<file path="src/rtl/record_screen_ctrl.sv">
// rtl/record_screen_ctrl.sv - OLED record flow sequencer: start, hold-to-arm, record, done screens
module record_screen_ctrl #(
  parameter int HOLD_FRAMES = 30,
  parameter int REC_CYCLES  = 100000000,
  parameter int DONE_FRAMES = 60,
  parameter int CNT_W       = 27
) (
  input  logic        clk,
  input  logic        reset,
  input  logic        btn_c,
  input  logic        frame_begin,
  input  logic [12:0] pixel_index,
  input  logic [15:0] start_data,
  input  logic [15:0] rec_data,
  input  logic [15:0] done_data,
  output logic [6:0]  x,
  output logic [5:0]  y,
  output logic [15:0] oled_data,
  output logic        rec_en,
  output logic        rec_done,
  output logic [1:0]  screen_sel
);

  localparam int DONE_W = $clog2(DONE_FRAMES + 1);

  typedef enum logic [1:0] {ST_START, ST_ARMING, ST_RECORD, ST_DONE} state_t;

  state_t            state;
  logic [6:0]        hold_cnt;
  logic [CNT_W-1:0]  rec_cnt;
  logic [DONE_W-1:0] done_cnt;
  logic              btn_prev;

  logic              btn_rise;
  logic [6:0]        hold_inc;
  logic [DONE_W-1:0] done_inc;
  logic              in_range;
  logic              bar_px;

  assign btn_rise = btn_c & ~btn_prev;
  assign hold_inc = hold_cnt + 7'd1;
  assign done_inc = done_cnt + DONE_W'(1);

  assign in_range = pixel_index < 13'd6144;
  assign x        = in_range ? 7'(pixel_index % 13'd96) : 7'd0;
  assign y        = in_range ? 6'(pixel_index / 13'd96) : 6'd0;

  // Hold progress is drawn along the bottom row only while the start screen is up.
  assign bar_px = (screen_sel == 2'd0) && (state == ST_ARMING) &&
                  (y == 6'd63) && (x < hold_cnt);

  always_comb begin
    oled_data = start_data;
    if (!in_range) begin
      oled_data = 16'h0000;
    end else if (bar_px) begin
      oled_data = 16'h07E0;
    end else begin
      case (screen_sel)
        2'd1:    oled_data = rec_data;
        2'd2:    oled_data = done_data;
        default: oled_data = start_data;
      endcase
    end
  end

  always_ff @(posedge clk) begin
    if (reset) begin
      state      <= ST_START;
      hold_cnt   <= 7'd0;
      rec_cnt    <= '0;
      done_cnt   <= '0;
      btn_prev   <= 1'b0;
      rec_en     <= 1'b0;
      rec_done   <= 1'b0;
      screen_sel <= 2'd0;
    end else begin
      btn_prev <= btn_c;
      rec_done <= 1'b0;

      // Screen changes only at frame start so a frame is never drawn from two sources.
      if (frame_begin) begin
        case (state)
          ST_RECORD: screen_sel <= 2'd1;
          ST_DONE:   screen_sel <= 2'd2;
          default:   screen_sel <= 2'd0;
        endcase
      end

      case (state)
        ST_START: begin
          if (btn_rise) begin
            state    <= ST_ARMING;
            hold_cnt <= 7'd0;
          end
        end
        ST_ARMING: begin
          if (!btn_c) begin
            state    <= ST_START;
            hold_cnt <= 7'd0;
          end else if (frame_begin) begin
            hold_cnt <= hold_inc;
            if (hold_inc == 7'(HOLD_FRAMES)) begin
              state   <= ST_RECORD;
              rec_cnt <= '0;
              rec_en  <= 1'b1;
            end
          end
        end
        ST_RECORD: begin
          if ((rec_cnt == CNT_W'(REC_CYCLES - 1)) || btn_rise) begin
            state    <= ST_DONE;
            rec_en   <= 1'b0;
            rec_done <= 1'b1;
            done_cnt <= '0;
          end else begin
            rec_cnt <= rec_cnt + CNT_W'(1);
          end
        end
        ST_DONE: begin
          if (frame_begin) begin
            done_cnt <= done_inc;
            if (done_inc == DONE_W'(DONE_FRAMES)) begin
              state    <= ST_START;
              hold_cnt <= 7'd0;
              rec_cnt  <= '0;
              done_cnt <= '0;
            end
          end
        end
        default: state <= ST_START;
      endcase
    end
  end

endmodule

</file>
<file path="config.mk">
export PLATFORM = sky130hd
export DESIGN_NAME = record_screen_ctrl
export DESIGN_NICKNAME = d
export VERILOG_FILES = /design/src/rtl/record_screen_ctrl.sv
export SDC_FILE = /design/constraint.sdc
export NUM_CORES = 1
export LEC_CHECK = 0
export BUFFER_PORTS_ARGS = -buffer_cell sky130_fd_sc_hd__buf_2
export CAP_MARGIN = 20
export CORE_ASPECT_RATIO = 0.7
export CORE_MARGIN = 2
export CORE_UTILIZATION = 29
export DETAILED_ROUTE_END_ITERATION = 6
export SETUP_SLACK_MARGIN = 0.05
export SLEW_MARGIN = 20
export SYNTH_ARGS = -nofsm -noshare
export SYNTH_HDL_FRONTEND = slang
export SYNTH_SLANG_ARGS = --single-unit
</file>
<file path="constraint.sdc">
create_clock -name clk -period 8.8 [get_ports clk]
set_input_delay 0.88 -clock clk [delete_from_list [all_inputs] [get_ports clk]]
set_output_delay 0.88 -clock clk [all_outputs]
set_load 0.01 [all_outputs]
</file>
==> summary.md <==
| Metric | Value |
|---|---|
| Half-perimeter wire length after detailed placement | between 8000 and 9000 µm |
| Proportion of synthesized chip area in sequential cells | 25.47% |
| Cell count after synthesis | 507 |
| Outcome | finished clean |
| Share of the synthesized netlist area taken by xor and xnor gates | 3.320% |
| Final wirelength | 11140 µm |
| Summed instance area of the synthesized netlist | 3694 µm² |
| Total GRT Usage | 15.63% |
| Number of global-route vias before repair | 3650 |
| Number of top-level pins | 98 |
| Highest achievable clock rate | 174.4 MHz |
| Ranking of synthesized cells by area | dfxtp_1, nor2_1, o21ai_0 |
| CP Class | input pin to output port |
| Global placement routability congestion | approximately 0.9 |
| Worst-case setup slack after placement | 3091 ps |
| CTS tree | built |
| Clock latency reported for the late side of the worst-skew pair | ~290 ps |
| Placement-stage cell area | 4234 µm² |
| Simple-gate portion of the synthesized area | between 30% and 40% |
| Worst clock skew | ~4.0 ps |
| Number of nets still failing antenna checks after routing | 0 |
| HP Start | done_cnt[1] |
| Reg-to-reg critical path startpoint | hold_cnt[0] |
| Cell area after layout | between 4000 and 5000 µm² |
| Number of diodes | 0 |
| Reg2reg setup slack | between 5000 and 6000 ps |
| Post-route core utilization | between 30% and 40% |
| Compound-cell area share of the yosys netlist | around 28% |
| Sink Count | 47 |
| Count of yosys warnings during synthesis | 0 |
| Top delay family on crit path | simple AND/OR/NAND/NOR gates |
| Final sum of negative setup slack | 0 ps |
| Power per Cell Area | 119.2 nW/µm² |
| Pin slew with the least headroom to its limit | ~980 ps |
| Number of iterations in the first detailed-routing pass | 5 |
| Root Buffer | clkbuf_16 |
| EDFF count, synth | 0 |
| Crit path DAT | just under 5000 ps |
| Maximum number of pins on one net before global-route repair | 33 |
| Core footprint | 12420 µm² |
| Overall via count from detail_route | between 4000 and 5000 |
| Worst hold margin | slightly below 500 ps |
| DR iter-0 viols | 314 |
| Clk slew on worst S/H paths | 60 ps |
| Kind of end point of the critical path | output port |
| Max VDD drop | approximately 0.000065 V |
| Via density per instance | around 5.6 |
| Most used standard cell by instance count after synthesis | nor2_1 |
| Max-capacitance violation count | 0 |
| Hold Fails Final Rpt | 0 |
| Post-synthesis area per instance | 7.285 µm² |
| Area of the die | roughly 14000 µm² |
| Routed length per placed instance | about 15 µm |
| Final worst setup slack | 3068 ps |
| Headroom to the max-slew limit | roughly 34% |
| Cell variety after synth | 60 |
| Number of gates resized after cts | 0 |
| Final period util | 65.14% |
| Critical Path RT | 7920 ps |
| Multiplexer area fraction after synthesis | between 2 and 2.5% |
| Leakage power summed over all cells | about 1.6 nW |
| Ratio of cells with drive above 1 in the final layout | 19.97% |
| Remaining global-route overflow | 0 |
| Number of H-tree levels | 2 |
| Cells along the critical path | buf_2 > nand2b_1 > o22ai_1 > o22a_1 > or3_1 > or4_1 > a31oi_1 > ha_1 > nand2_1 > nand2_1 > nor3_1 > nand3_1 > o41ai_2 > a211oi_1 > buf_2 |
| Number of buffers added by the clock tree synthesis step | 5 |
| Area growth syn-to-layout | 18.94% |
| Port buffer count | 97 |
| DRC | 0 |
| Row count | 34 |
| Delay of the slowest critical-path stage | ~900 ps |
| Worst hold path type | flip-flop to flip-flop |
| First-pass GRT wire length | 17780 µm |
| Width of the chip | 138.9 µm |
| Chip Height | 98.42 µm |
| Most frequent cells after synthesis | nor2_1, dfxtp_1, nand2_1, o21ai_0, a21oi_1 |
| Hold bufs inserted after CTS | 0 |
| Dominant combinational cell family by area after synthesis | simple AND/OR/NAND/NOR gates |
| Maximum fanout along the worst path | 22 |
| Crit path from | pixel_index[11] |
| RSZ-0062 raised after global routing | no |
| Net count of the mapped netlist | 585 |
| Dominant synthesized flop cell | dfxtp_1 |
| Final number of setup-violating endpoints | 0 |
| Adder-cell share of the synthesized area | 4.675% |
| Crit start category | input pin |
| FFs w/ async S/R, synth | 0% |
| Nets | 654 |
| Critical path buffer and inverter count | 2 |
| Number of antenna violations at the first check in global routing | 0 |
| Final critical delay including setup and external delays | 5732 ps |
| Largest buffer count on any clock path | 2 |
| Slew Viols, Final | 0 |
| Total of flip-flops plus latches after synthesis | 47 |
| Area fraction of the dominant cell type after synthesis | 25.47% |
| Slowest cell on the critical path | o41ai_2 |
| Post-synthesis cell type with the largest combined area | dfxtp_1 |
| Buffers inserted during post-CTS setup optimization | 0 |
| Initial cell density of the core | between 20% and 30% |
-- layer usage --
layer  global-route usage [%]  part of all wire, %
met5                        0                    0
met1                    21.34                   47
met3                    3.256                  6.9
met4                    5.517                  2.1
met2                    24.67                   44
-- kinds of logic (layout without fill, tap and decap cells) --
family                     after synthesis  count (layout)
and+or+nand+nor                        214             214
buffers and inverters                   52             121
AOI/OAI and AO/OA                      158             158
DFF                                     47              47
xor gates and xnor gates                14              14
adders and majority gates               14              14
muxes                                    8               8
-- final timing paths --
| check | to | cells after the start |
|---|---|---|
| worst max-delay path | oled_data[0] | 15 |
| worst min-delay path | done_cnt[1] | 2 |
| worst max register to register | rec_cnt[15] | 7 |
| worst min register to register | done_cnt[1] | 2 |
-- through the flow --
stage          power (mW)  std cells
3_5_place_dp       0.3155        731
3_3_place_gp       0.3127        731
2_1_floorplan      0.2779        507
6_report           0.5237        738
4_1_cts            0.5289        738
5_1_grt            0.5477        738
-- registers in the layout, summed over array words and instances (netlist names), named ones only --
name / cells
btn_prev: 1
done_cnt: 6
hold_cnt: 7
rec_cnt: 27
rec_done: 1
rec_en: 1
screen_sel: 2
state: 1
-- worst reg2reg max path, stage by stage (launching register included) --
cell	delay, ps
dfxtp_1	400
ha_1	280
nand3_1	140
nor3_1	370
or4_4	300
nand3_1	690
or4_1	760
nand2_1	80
-- final cells by class --
| class | count | area [µm²] |
|---|---|---|
| inverters | 17 | 63.81 |
| flip-flops and latches | 47 | 940.9 |
| multi-input cells | 408 | 2541 |
| clock inverters | 1 | 30.03 |
| well taps | 162 | 202.7 |
| repair buffers | 97 | 485.5 |
| clock buffers | 6 | 128.9 |
| fillers | 1331 | 8029 |
-- placed cells by master, fill, tap and decap left out, types with 6 or more instances in the layout --
cell type	n
a211oi_1	13
a22oi_1	18
a31oi_1	14
nor2_1	51
a21oi_1	35
nand2_1	44
or4_1	10
inv_1	17
nor3_1	9
ha_1	13
o21ai_0	36
nand2b_1	6
xnor2_1	12
dfxtp_1	47
and2_1	8
nand4_1	17
o211ai_1	8
nand3_1	23
or3_1	17
buf_2	97
-- report_power, final --
group	total, mW	leakage (nW)	switching, mW	internal [mW]
Clock	0.212	0.0769	0.0796	0.133
Sequential	0.215	0.379	0.00131	0.213
Combinational	0.0967	1.11	0.0568	0.0399
(Power assumes the default switching activity.)
